File: src/rtl/perf_pkg.sv
// Shared types and defaults for the retirement-side performance monitor.
// Contents: FSM state encoding and default parameter values.
// No logic; imported by pipeline_perf_monitor.
package perf_pkg;

  typedef enum logic [1:0] {
    PM_IDLE   = 2'd0,
    PM_RUN    = 2'd1,
    PM_HALTED = 2'd2
  } pm_state_e;

  localparam int HALT_REPS_DEF = 16;
  localparam int CNT_W_DEF     = 32;
  localparam int PC_W_DEF      = 32;

endpackage

File: src/rtl/sat_counter.sv
// Saturating up-counter with synchronous clear.
// Latency: count visible the cycle after i_en; clear has priority over i_en.
// Ports: i_clk, i_rst_n (async active-low), i_clear, i_en, o_cnt[W-1:0]; holds at all-ones.
module sat_counter #(
  parameter int W = 32
) (
  input  logic         i_clk,
  input  logic         i_rst_n,
  input  logic         i_clear,
  input  logic         i_en,
  output logic [W-1:0] o_cnt
);

  logic [W-1:0] r_cnt;

  always_ff @(posedge i_clk or negedge i_rst_n) begin
    if (!i_rst_n) begin
      r_cnt <= '0;
    end else if (i_clear) begin
      r_cnt <= '0;
    end else if (i_en && (r_cnt != {W{1'b1}})) begin
      r_cnt <= r_cnt + W'(1);
    end
  end

  assign o_cnt = r_cnt;

endmodule

File: src/rtl/pipeline_perf_monitor.sv
// Retirement monitor: saturating perf counters, self-loop halt detection, sticky protocol error.
// Latency: all outputs registered, one cycle after the retiring event; o_done is a 1-cycle pulse.
// Ports: i_clk/i_reset/i_clear, retirement debug inputs in; counters, halt status, error out. No backpressure.
module pipeline_perf_monitor
  import perf_pkg::*;
#(
  parameter int CNT_W     = CNT_W_DEF,
  parameter int PC_W      = PC_W_DEF,
  parameter int HALT_REPS = HALT_REPS_DEF
) (
  input  logic             i_clk,
  input  logic             i_reset,
  input  logic             i_clear,
  input  logic             i_insn_vld,
  input  logic             i_ctrl,
  input  logic             i_mispred,
  input  logic [PC_W-1:0]  i_pc_debug,
  output logic [CNT_W-1:0] o_cycle_cnt,
  output logic [CNT_W-1:0] o_insn_cnt,
  output logic [CNT_W-1:0] o_ctrl_cnt,
  output logic [CNT_W-1:0] o_mispred_cnt,
  output logic [PC_W-1:0]  o_halt_pc,
  output logic             o_halted,
  output logic             o_done,
  output logic             o_err
);

  localparam int REP_W = $clog2(HALT_REPS + 1);

  pm_state_e        r_state;
  pm_state_e        w_state_nxt;
  logic [REP_W-1:0] r_rep;
  logic [REP_W-1:0] w_rep_nxt;
  logic [PC_W-1:0]  r_last_pc;
  logic [PC_W-1:0]  w_last_pc_nxt;
  logic [PC_W-1:0]  r_halt_pc;
  logic             r_done;
  logic             r_err;
  logic             w_active;
  logic             w_hit;
  logic             w_err_evt;
  logic             w_vld_x;

  // The IDLE cycle that carries the first retirement already counts as a RUN cycle.
  assign w_active = (r_state == PM_RUN) || ((r_state == PM_IDLE) && i_insn_vld);

  // Halt detector: only valid retirements move the repeat tracker; bubbles leave it alone.
  always_comb begin
    w_rep_nxt     = r_rep;
    w_last_pc_nxt = r_last_pc;
    if (w_active && i_insn_vld) begin
      if ((r_state == PM_IDLE) || (i_pc_debug != r_last_pc)) begin
        w_rep_nxt     = REP_W'(1);
        w_last_pc_nxt = i_pc_debug;
      end else begin
        w_rep_nxt = r_rep + REP_W'(1);
      end
    end
  end

  // HALT_REPS >= 2, so the IDLE retirement (rep = 1) can never hit.
  assign w_hit = (r_state == PM_RUN) && (w_rep_nxt == REP_W'(HALT_REPS));

  always_comb begin
    w_state_nxt = r_state;
    case (r_state)
      PM_IDLE:   if (i_insn_vld) w_state_nxt = PM_RUN;
      PM_RUN:    if (w_hit)      w_state_nxt = PM_HALTED;
      PM_HALTED: w_state_nxt = PM_HALTED;
      default:   w_state_nxt = PM_IDLE;
    endcase
    if (i_clear) w_state_nxt = PM_IDLE;
  end

`ifdef SYNTHESIS
  assign w_vld_x = 1'b0;
`else
  assign w_vld_x = $isunknown(i_insn_vld);
`endif

  assign w_err_evt = (i_mispred && (!i_ctrl || !i_insn_vld))
                   || (i_ctrl && !i_insn_vld)
                   || w_vld_x;

  always_ff @(posedge i_clk or negedge i_reset) begin
    if (!i_reset) begin
      r_state   <= PM_IDLE;
      r_rep     <= '0;
      r_last_pc <= '0;
      r_halt_pc <= '0;
      r_done    <= 1'b0;
      r_err     <= 1'b0;
    end else if (i_clear) begin
      r_state   <= PM_IDLE;
      r_rep     <= '0;
      r_last_pc <= '0;
      r_halt_pc <= '0;
      r_done    <= 1'b0;
      r_err     <= 1'b0;
    end else begin
      r_state   <= w_state_nxt;
      r_rep     <= w_rep_nxt;
      r_last_pc <= w_last_pc_nxt;
      r_done    <= w_hit;
      r_err     <= r_err | w_err_evt;
      if (w_hit) r_halt_pc <= w_last_pc_nxt;
    end
  end

  sat_counter #(.W(CNT_W)) u_cycle_cnt (
    .i_clk   (i_clk),
    .i_rst_n (i_reset),
    .i_clear (i_clear),
    .i_en    (w_active),
    .o_cnt   (o_cycle_cnt)
  );

  sat_counter #(.W(CNT_W)) u_insn_cnt (
    .i_clk   (i_clk),
    .i_rst_n (i_reset),
    .i_clear (i_clear),
    .i_en    (w_active && i_insn_vld),
    .o_cnt   (o_insn_cnt)
  );

  sat_counter #(.W(CNT_W)) u_ctrl_cnt (
    .i_clk   (i_clk),
    .i_rst_n (i_reset),
    .i_clear (i_clear),
    .i_en    (w_active && i_insn_vld && i_ctrl),
    .o_cnt   (o_ctrl_cnt)
  );

  sat_counter #(.W(CNT_W)) u_mispred_cnt (
    .i_clk   (i_clk),
    .i_rst_n (i_reset),
    .i_clear (i_clear),
    .i_en    (w_active && i_insn_vld && i_ctrl && i_mispred),
    .o_cnt   (o_mispred_cnt)
  );

  assign o_halted  = (r_state == PM_HALTED);
  assign o_done    = r_done;
  assign o_halt_pc = r_halt_pc;
  assign o_err     = r_err;

endmodule

File: config.mk
export PLATFORM = sky130hd
export DESIGN_NAME = pipeline_perf_monitor
export DESIGN_NICKNAME = d
export VERILOG_FILES = /design/src/rtl/perf_pkg.sv /design/src/rtl/sat_counter.sv /design/src/rtl/pipeline_perf_monitor.sv
export SDC_FILE = /design/constraint.sdc
export NUM_CORES = 1
export LEC_CHECK = 0
export BUFFER_PORTS_ARGS = -buffer_cell sky130_fd_sc_hd__buf_2
export CAP_MARGIN = 20
export CORE_AREA = 5 5 166 168
export CTS_BUF_LIST = sky130_fd_sc_hd__clkbuf_4 sky130_fd_sc_hd__clkbuf_8
export DETAILED_ROUTE_END_ITERATION = 16
export DIE_AREA = 0 0 171 173
export MAX_ROUTING_LAYER = met4
export PLACE_DENSITY = 0.61
export SYNTH_ARGS = -nofsm -noshare
export SYNTH_HDL_FRONTEND = slang
export SYNTH_SLANG_ARGS = --single-unit
File: constraint.sdc
create_clock -name i_clk -period 7.2 [get_ports i_clk]
set_input_delay 0.72 -clock i_clk [delete_from_list [all_inputs] [get_ports i_clk]]
set_output_delay 0.72 -clock i_clk [all_outputs]
set_load 0.02 [all_outputs]
==> reports/results.txt, run 1 <==
Outcome: completed
Post-CTS Hold Buffers: 0
Post-DP Area: 11200 um2
CTS H-Tree Depth: 2
Max-slew violations: 0
# DRC: 0
Design Area, Final: 12080 um2
Root buf cell: clkbuf_8
Max-Cap Viols: 0
Setup-failing EPs final: 0
Global-route wire length before repair: 42140 um
Post-layout nets: 1255
Most common cell after layout, fill and taps aside: dfrtp_1
Total grt overflow: 0
Starting Density: 38.39%
Critical path type: reg -> reg
Syn Area/Cell: 9.832 um2
Vias in the first global route: 8037
Netlist cell types: 59
Achievable Freq: 311.6 MHz
Syn Inst Count: 1006
Largest net degree at the start of global routing: 114
Synthesis-to-layout area growth: 22.16%
Crit path required time: 7.60 ns
Ys Warns: 0
Highest-count cells in the layout ignoring fill and taps: dfrtp_1, buf_2, nor2_1
Iter 0 DRT Violations: 529
Startpoint Class: flop
Crit-path max FO: 63
Vias per cell: 5.144
Final Worst Setup Slack: 3.991 ns
Clk_lat worst skew: 0.53 ns
PwrDens: 225.8 nW/um2
Ys async rst share: 100.0%
Final WL: 25250 um
#FFs+latches synth: 201
Finished Core Util: 46.90%
Critical Path Sink Type: flop
Sink Count: 201
Post-cts resize count: 0
Worst clock skew: 0.02042 ns
Leakage power: 5.834 nW
Die Wd: 171 um
Max transition margin: 37.24%
Fin. Hold Viols: 0
Port Buffers: 200
Worst slew pin tran: 0.9414 ns
Clock transition at path regs: 0.06 ns
Antenna violations before repair: 1
Worst min-delay path class: in -> async
DR pass1 iterations: 4
RePlAce Congestion: 0.7991
VDD IR-drop max: 0.0001489 V
Proportion of layout cells with a drive suffix above 1: 23.61%
IO Count: 201
Max clock buf depth: 3
WL per Instance: 16.05 um
Detailed placement HPWL: 16890 um
RSZ-0062 raised after global routing: no
Die area: 29580 um2
Die height: 173 um
Tcrit/Tclk final: 44.57%
Core Rows: 59
Multi-input logic area: 4618 um2
TNS Setup: 0 ns
Synthesized area: 9891 um2
CTS Buf Count: 39
Register area: 5030 um2
Top_reg_cell synth: dfrtp_1
Post-Syn Nets: 1052
# Post-CTS Setup Buffers: 0
Sequential element share of the synthesized area: 50.85%
EDFF count, synth: 0
CTS tree: yes
Routed Antenna Nets: 0
Pre-CTS WS: 4.036 ns
Total track usage: 17.40%
Fillers: 2465
Vias: 8092
Crit path time final: 3.209 ns
Core outline area: 25760 um2
Arrival time at the worst endpoint: 3.61 ns
==> Yosys cell counts, types with 7 or more instances <==
library cell / number / area share [%]
dfrtp_1: 201 / 51
nor2_1: 165 / 6.3
xor2_1: 92 / 8.1
nand3_1: 74 / 3.7
nand2_1: 61 / 2.3
xnor2_1: 45 / 4.0
nand4_1: 39 / 2.5
clkbuf_1: 34 / 1.3
mux2i_1: 34 / 3.4
o31ai_1: 31 / 2.4
a21oi_1: 30 / 1.5
nor3_1: 23 / 1.2
o21ai_0: 21 / 1.1
inv_1: 19 / 0.72
and3_1: 18 / 1.1
or3_1: 18 / 1.1
and4_1: 14 / 1.2
nor4_1: 10 / 0.63
and2_1: 8 / 0.51
ha_1: 8 / 1.0
buf_2: 7 / 0.35
==> where the power goes <==
part	total [W]	leakage (nW)	internal, W	switching [W]
clock	0.00125	0.456	0.000749	0.000499
sequential	0.00120	2.78	0.00117	0.0000304
combinational	0.000285	2.59	0.0000966	0.000188
total	0.00273	5.83	0.00201	0.000717
==> through the flow <==
| step | total power, W | cells | hold WS [ns] |
|---|---|---|---|
| floorplan | 0.001401 | 1006 | 0.4244 |
| global placement | 0.001502 | 1503 | 0.4922 |
| detailed placement | 0.001507 | 1503 | 0.4919 |
| CTS | 0.002782 | 1572 | 0.1634 |
| global route | 0.002869 | 1573 | 0.1911 |
| finish | 0.002728 | 1573 | 0.1808 |
==> metal layers <==
layer	track usage, %	wire (um)	share of wire [%]	vias up
li1	-	-	-	3923
met1	23.43	11620	46	3948
met4	5.216	578	2.3	0
met2	26.43	11700	46	175
met3	3.813	1364	5.4	46
met5	-	0	0	-
==> state kept, by name (all words and copies together) (netlist names) <==
signal and count:
u_ctrl_cnt.o_cnt 32, o_err 1, o_halt_pc 32, u_insn_cnt.o_cnt 32, r_rep 5, o_done 1
u_mispred_cnt.o_cnt 32, u_cycle_cnt.o_cnt 32, r_state 2, r_last_pc 32
==> critical path: stages (launching register included) <==
cell and delay, ns:
dfrtp_1 0.38, inv_1 0.10, ha_1 0.35, o21a_1 0.50, nand4_1 0.23, mux2i_1 0.18
a41o_1 0.26, o211ai_1 0.09, buf_4 0.56, mux2_2 0.41
==> path summary, 6_finish.rpt <==
kind,depth (start not counted),start,end,slack [ns]
max,9,r_state[0],o_halt_pc[11],3.99
min,1,i_reset,u_ctrl_cnt.o_cnt[17],0.18
max reg2reg,9,r_state[0],o_halt_pc[11],3.99
min reg2reg,2,o_halt_pc[27],o_halt_pc[27],0.51
max in group asynchronous,2,i_reset,u_mispred_cnt.o_cnt[4],5.68
min in group i_clk,3,i_pc_debug[24],r_last_pc[24],0.48
==> cell type report <==
type / count / area share (%)
antenna: 1 / 0.02071
clock buffer: 61 / 6.689
clock inverter: 8 / 0.6006
inverter: 19 / 0.5902
multi-input combinational: 742 / 38.22
sequential: 201 / 41.63
tap: 335 / 3.469
timing repair buffer: 206 / 8.781
==> kinds of logic after synthesis <==
kind of cell,count (synthesis),synth area share [%]
buffers and inverters,63,2.530
and+or+nand+nor,456,23.01
AOI/OAI and AO/OA,105,6.793
xor gates and xnor gates,137,12.13
adders and majority gates,8,1.012
DFF,201,50.85
muxes,36,3.669
No activity file was read; power rests on OpenSTA's default activity.
==> run 2, diff against run 1 <==
==> constraint.sdc (replaced) <==
create_clock -name i_clk -period 3 [get_ports i_clk]
set_input_delay 0.3 -clock i_clk [delete_from_list [all_inputs] [get_ports i_clk]]
set_output_delay 0.3 -clock i_clk [all_outputs]
set_load 0.02 [all_outputs]
==> run 2 against run 1 <==
  * Sequential cell count unchanged
  * Register-to-register slack got worse by 3.8 ns
  * Global-route usage about the same
  * Die area unchanged
  * Worst hold slack got worse by 0.13 ns
  * Total power increased by 140%
  * Critical path depth unchanged
  * Final cell count increased by 0.13%
  * Routed wire length increased by 0.43%
  * Worst setup slack got worse by 3.8 ns
  * First-iteration DRC count decreased by 12%
  * Largest power group is now registers
  * Highest routed layer unchanged
==> reports/results.txt, run 2 (same netlist as run 1, synthesis figures left out) <==
Outcome: completed
Port Buffers: 200 (unchanged)
Worst path max stage delay: 0.55 ns (about the same)
Cell family with most CP delay: buffers and inverters
Most common cell after layout, fill and taps aside: dfrtp_1
Setup-failing EPs final: 0 (unchanged)
Core outline area: 25760 um2 (unchanged)
Multi-input logic area: 4618 um2 (unchanged)
Finished Core Util: 47.04% (+0.15 points)
Crit path required time: 3.40 ns (-4.20 ns)
Sw Share: 26.43% (+0.15 points)
Crit-path max FO: 63 (unchanged)
Critical path type: reg -> reg
CTS H-Tree Depth: 2 (unchanged)
CP Buf/Inv Count: 2 (unchanged)
Crit path time final: 2.768 ns (-0.4414 ns)
Register area: 5030 um2 (unchanged)
Sequential share of power: 44.7% (+0.9 points)
Max-Cap Viols: 0 (unchanged)
Max transition margin: 54.34% (+17 points)
Sink Count: 201 (unchanged)
Worst min-delay path class: in -> reg
Proportion of layout cells with a drive suffix above 1: 23.59% (about the same)
Core Rows: 59 (unchanged)
Die Wd: 171 um (unchanged)
Die height: 173 um (unchanged)
RePlAce Congestion: 0.8094 (+1.3%)
Post-cts resize count: 0 (unchanged)
WL per Instance: 16.10 um (+0.30%)
PwrDens: 530.4 nW/um2 (+130%)
Fin. Hold Viols: 0 (unchanged)
Crit-path slowest cell: buf_4
Detailed placement HPWL: 17310 um (+2.5%)
Routed Antenna Nets: 0 (unchanged)
Max clock buf depth: 3 (unchanged)
Post-layout nets: 1263 (+0.64%)
Achievable Freq: 361.3 MHz (+16%)
Clk_lat worst skew: 0.53 ns (about the same)
Clock transition at path regs: 0.06 ns (about the same)
Synthesis-to-layout area growth: 22.54%
Total Power: 0.006429 W (+140%)
Combinational Power Share: 11.1% (+0.7 points)
Vias per cell: 5.117 (-0.52%)
Post-CTS Hold Buffers: 1 (+1)
Final WL: 25360 um (+0.43%)
TNS Setup: 0 ns (unchanged)
Antenna violations before repair: 2 (+1)
Leakage power: 5.859 nW (+0.44%)
Starting Density: 38.39% (unchanged)
Vias in the first global route: 7934 (-1.3%)
RSZ-0062 raised after global routing: no
Die area: 29580 um2 (unchanged)
Iter 0 DRT Violations: 464 (-12%)
DR pass1 iterations: 4 (unchanged)
Clock power frac: 44.3% (-1.4 points)
Largest net degree at the start of global routing: 85 (-25%)
Vias: 8060 (-0.40%)
Max-slew violations: 0 (unchanged)
Root buf cell: clkbuf_8
Worst slew pin tran: 0.6849 ns (-0.2566 ns)
IO Count: 201 (unchanged)
Design internal power: 0.004730 W (+140%)
VDD IR-drop max: 0.0003390 V (+130%)
P_sw: 0.001699 W (+140%)
Post-route insts no fill: 1575 (+0.13%)
Worst-path cell chain: inv_1 > ha_1 > o21a_1 > nand4_1 > mux2i_1 > a41o_1 > o211ai_1 > buf_4 > mux2_2
Tcrit/Tclk final: 92.26% (+48 points)
Global-route wire length before repair: 41840 um (-0.70%)
CTS Buf Count: 39 (unchanged)
# DRC: 0 (unchanged)
Placed insts: 1510 (+0.47%)
CTS tree: yes
Fillers: 2475 (+0.41%)
Total grt overflow: 0 (unchanged)
Total track usage: 17.41% (about the same)
Critical Path Sink Type: flop
Worst clock skew: 0.02677 ns (+0.006344 ns)
Highest-count cells in the layout ignoring fill and taps: dfrtp_1, buf_2, nor2_1
Startpoint Class: flop
# Post-CTS Setup Buffers: 0 (unchanged)
Arrival time at the worst endpoint: 3.17 ns (-0.44 ns)
==> run 2: changes by cell type in the layout (fill, tap and decap cells not counted), sizes merged <==
cell and change:
clkinvlp -3, inv +3, bufinv +1, buf +7, clkbuf -7, clkinv -1, diode +1, dlygate4sd3 +1
==> run 2: final timing paths <==
kind	start	to	slack [ns]	depth (start not counted)
hold / removal	i_pc_debug[11]	r_last_pc[11]	0.05	3
min in group asynchronous	i_reset	u_ctrl_cnt.o_cnt[17]	0.38	2
max in group asynchronous	i_reset	u_insn_cnt.o_cnt[1]	1.83	3
setup / recovery	r_state[0]	o_halt_pc[24]	0.23	9
setup reg to reg	r_state[0]	o_halt_pc[24]	0.23	9
hold reg to reg	o_err	o_err	0.49	2
==> run 2: per-layer routing <==
layer  up-vias  GRT usage (%)  part of all wire [%]
met2       175          26.46                    47
li1       3930              -                     -
met1      3911          23.50                    45
met5         -              -                     0
met4         0          4.820                   2.2
met3        44          3.973                   5.8
==> run 2: worst register-to-register path, stage by stage, from the launching register on <==
cell	delay [ns]
dfrtp_1	0.38
inv_1	0.11
ha_1	0.33
o21a_1	0.20
nand4_1	0.15
mux2i_1	0.15
a41o_1	0.25
o211ai_1	0.09
buf_4	0.55
mux2_2	0.43
==> run 2: layout make-up <==
class	count	area share, %
Inverter	19	0.5884
Multi-Input combinational cell	742	38.10
Clock inverter	8	0.8568
Timing Repair Buffer	214	9.683
Antenna cell	2	0.04129
Clock buffer	54	5.771
Tap cell	335	3.458
Sequential cell	201	41.50
==> run 2: power by group through the flow <==
stage               Combinational, W  Sequential (W)  Clock [W]
finish                      0.000711         0.00287    0.00285
global route                0.000799         0.00288    0.00308
CTS                         0.000727         0.00287    0.00295
detailed placement          0.000721         0.00292          0
global placement            0.000715         0.00291          0
floorplan                   0.000431         0.00293          0
==> run 2: per-stage QoR <==
stage                     setup slack [ns]  hold WS, ns  instance area [um2]
after floorplan                     0.6727     0.004409                 9891
after global placement              0.3430       0.3598                11300
after detailed placement            0.2399       0.3596                11300
after CTS                           0.2198      0.01609                12120
after global routing               0.03861      0.03719                12120
final                               0.2323      0.05322                12120
==> run 3, diff against run 2 <==
--- a/config.mk
+++ b/config.mk
@@ -5,12 +5,13 @@
 export SDC_FILE = /design/constraint.sdc
 export NUM_CORES = 1
 export LEC_CHECK = 0
+export ABC_AREA = 1
 export BUFFER_PORTS_ARGS = -buffer_cell sky130_fd_sc_hd__buf_2
 export CAP_MARGIN = 20
-export CORE_AREA = 5 5 166 168
+export CORE_AREA = 5 5 174 176
 export CTS_BUF_LIST = sky130_fd_sc_hd__clkbuf_4 sky130_fd_sc_hd__clkbuf_8
 export DETAILED_ROUTE_END_ITERATION = 16
-export DIE_AREA = 0 0 171 173
+export DIE_AREA = 0 0 179 181
 export MAX_ROUTING_LAYER = met4
 export PLACE_DENSITY = 0.61
 export SYNTH_ARGS = -nofsm -noshare
==> run 3 against run 2 <==
  * Non-clock buffer count increased by 1
  * Sequential power increased by 2%
  * Clock-buffer cell count increased by 2
  * Combinational power increased by 49%
  * Core utilization decreased by 0.97 points
  * Critical path depth increased by 6
  * Critical path type unchanged
  * Largest power group unchanged
==> reports/results.txt, run 3 <==
Outcome: completed
CTS tree: yes
RSZ-0062 raised after global routing: no
Achievable Freq: 386.3 MHz (+6.9%)
Top_reg_cell synth: dfrtp_1
Design internal power: 0.004598 W (-2.8%)
Combinational Power Share: 16.1% (+5.0 points)
Post-Syn Nets: 1508 (+43%)
PwrDens: 500.1 nW/um2 (-5.7%)
# DRC: 0 (unchanged)
Fillers: 2938 (+19%)
Final WL: 31430 um (+24%)
Met3 Use GR: 3.658% (-0.31 points)
Crit-path max FO: 33 (-48%)
WL per Instance: 15.04 um (-6.6%)
Max-slew violations: 0 (unchanged)
Hold WS: 0.06507 ns (+0.01185 ns)
Worst-path cell chain: inv_1 > ha_1 > inv_1 > a21oi_4 > buf_4 > nand2_1 > xor2_1 > nand3_1 > nor2_1 > nand2_1 > nor2_1 > nand2_2 > buf_4 > nand3_1 > nand2_1
Core Rows: 62 (+5.1%)
Critical path type: reg -> reg
Ys async rst share: 100.0% (unchanged)
Synthesized area: 10900 um2 (+10%)
Tcrit/Tclk final: 86.28% (-6.0 points)
TNS Setup: 0 ns (unchanged)
Total grt overflow: 0 (unchanged)
Vias: 10540 (+31%)
Cell taking the most area after synthesis: dfrtp_1
#FFs+latches synth: 201 (unchanged)
Clk_lat worst skew: 0.51 ns (-0.02 ns)
Worst slew pin tran: 0.8039 ns (+0.1190 ns)
Crit path required time: 3.39 ns (about the same)
Max clock buf depth: 3 (unchanged)
Die area: 32400 um2 (+9.5%)
Starting Density: 38.28% (-0.11 points)
Top-count cell post-synth: nand2_1
Clock transition at path regs: 0.06 ns (about the same)
Crit path time final: 2.588 ns (-0.1792 ns)
Netlist cell types: 49 (-17%)
Share of the synthesized area in the top cell type: 46.15% (-4.7 points)
Area contributors post-synth: dfrtp_1, nand2_1, inv_1
Ys Warns: 0 (unchanged)
Startpoint Class: flop
Global-route wire length before repair: 52280 um (+25%)
Most common cell after layout, fill and taps aside: nand2_1
Worst clock skew: 0.01771 ns (-0.009055 ns)
M2 GR Usage: 30.55% (+4.1 points)
Critical Path Sink Type: flop
Highest-count cells in the layout ignoring fill and taps: nand2_1, inv_1, dfrtp_1
Vias per cell: 5.044 (-1.4%)
Syn Area/Cell: 7.455 um2 (-24%)
Sequential share of power: 44.8% (about the same)
CP Buf/Inv Count: 4 (+2)
Worst min-delay path class: in -> reg
Die Wd: 179 um (+4.7%)
Worst path max stage delay: 0.40 ns (-0.15 ns)
DR pass1 iterations: 5 (+1)
Cell repeated most along the worst path: nand2_1
VDD IR-drop max: 0.0003383 V (-0.19%)
IO Count: 201 (unchanged)
Layer with the highest usage: met2
Clock power frac: 39.1% (-5.2 points)
Max transition margin: 46.41% (-7.9 points)
Arrival time at the worst endpoint: 2.98 ns (-0.19 ns)
Proportion of layout cells with a drive suffix above 1: 18.12% (-5.5 points)
CTS Buf Count: 37 (-5.1%)
Post-layout nets: 1725 (+37%)
Synth top cells by count: nand2_1, inv_1, dfrtp_1
Fin. Hold Viols: 0 (unchanged)
GR Util met1: 26.72% (+3.2 points)
Leakage power: 6.375 nW (+8.8%)
Port Buffers: 200 (unchanged)
Sink Count: 201 (unchanged)
Iter 0 DRT Violations: 759 (+64%)
P_sw: 0.001961 W (+15%)
Crit-path slowest cell: dfrtp_1
Root buf cell: clkbuf_8
Synthesis-to-layout area growth: 20.34%
Die height: 181 um (+4.6%)
Antenna violations before repair: 6 (+4)
Setup-failing EPs final: 0 (unchanged)
Largest net degree at the start of global routing: 88 (+3.5%)
Syn Inst Count: 1462 (+45%)
Detailed placement HPWL: 22560 um (+30%)
Post-cts resize count: 0 (unchanged)
Vias in the first global route: 10340 (+30%)
RePlAce Congestion: 0.8988 (+11%)
Core outline area: 28470 um2 (+11%)
Sequential element share of the synthesized area: 46.15% (-4.7 points)
EDFF count, synth: 0 (unchanged)
Sw Share: 29.90% (+3.5 points)
Total track usage: 19.98% (+2.6 points)
Max-Cap Viols: 0 (unchanged)
Routed Antenna Nets: 0 (unchanged)
Cell family with most CP delay: buffers and inverters
CTS H-Tree Depth: 2 (unchanged)
-- run 3: cell types whose count changed after synthesis, sizes merged, moves of 35 or more --
| cell | before | now |
|---|---|---|
| a21oi | 31 | 116 |
| inv | 19 | 206 |
| nand2 | 61 | 362 |
| nor3 | 25 | 82 |
| o21ai | 23 | 96 |
| xnor2 | 45 | 10 |
| xor2 | 92 | 12 |
-- run 3: stage by stage --
stage | setup WS (ns) | instances | instance area (um2) | utilization, % | total power (W)
detailed placement | 0.3741 | 2023 | 12380 | 43.50 | 0.004051
floorplan | 0.9237 | 1462 | 10900 | - | 0.003673
CTS | 0.3550 | 2084 | 13100 | 46.02 | 0.006664
finish | 0.4115 | 2090 | 13120 | 46.07 | 0.006559
global route | 0.1343 | 2090 | 13120 | 46.07 | 0.006943
global placement | 0.3992 | 2023 | 12380 | 43.50 | 0.004029
-- run 3: final timing paths --
check	startpoint	endpoint	slack, ns	depth (start not counted)
setup / recovery	r_state[0]	o_halt_pc[17]	0.41	15
hold / removal	i_pc_debug[25]	r_last_pc[25]	0.07	3
setup reg to reg	r_state[0]	o_halt_pc[17]	0.41	15
hold reg to reg	o_err	o_err	0.49	2
max in group asynchronous	i_reset	u_ctrl_cnt.o_cnt[13]	1.76	3
min in group asynchronous	i_reset	u_cycle_cnt.o_cnt[0]	0.42	2
-- run 3: cells by family after synthesis --
family,Yosys count,synth area share [%]
buf+inv,244,8.747
xor+xnor,22,1.768
simple gates,733,29.47
flops,201,46.15
compound gates,254,12.95
fa+ha+maj,8,0.9184
-- run 3: tightest hold or removal path: cells and delay by family --
| family | cells | cell delay, ns |
|---|---|---|
| buffers and inverters | 1 | 0.10 |
| AOI/OAI and AO/OA | 1 | 0.07 |
| and+or+nand+nor | 1 | 0.05 |
-- run 3: final cells by class --
type	count	area, um2	share of cell area (%)
Inverter	207	779.5	5.943
Multi-Input combinational cell	1017	4916	37.48
Clock buffer	56	683.2	5.208
Clock inverter	4	25.02	0.1908
Sequential cell	201	5030	38.35
Tap cell	384	480.5	3.663
Timing Repair Buffer	215	1187	9.053
Antenna cell	6	15.01	0.1145
-- run 3: metal layers --
layer / wire, um / share of wire, % / vias to the layer above
li1: - / - / 5214
met1: 14190 / 45 / 4906
met2: 14180 / 45 / 357
met3: 2141 / 6.8 / 66
met4: 923 / 2.9 / 0
met5: 0 / 0 / -
-- run 3: what timing repair did --
| action | CTS | global route |
|---|---|---|
| endpoints found under the hold margin | 82 | 0 |
| buffers inserted | 0 | 0 |
| hold buffers | 1 | 0 |
-- run 3: power groups by stage --
stage,sequential [W],clock [W],combinational (W)
6_report,0.00294,0.00257,0.00106
5_1_grt,0.00296,0.00278,0.00121
4_1_cts,0.00294,0.00265,0.00107
3_5_place_dp,0.00298,0,0.00107
3_3_place_gp,0.00297,0,0.00105
2_1_floorplan,0.00300,0,0.000674
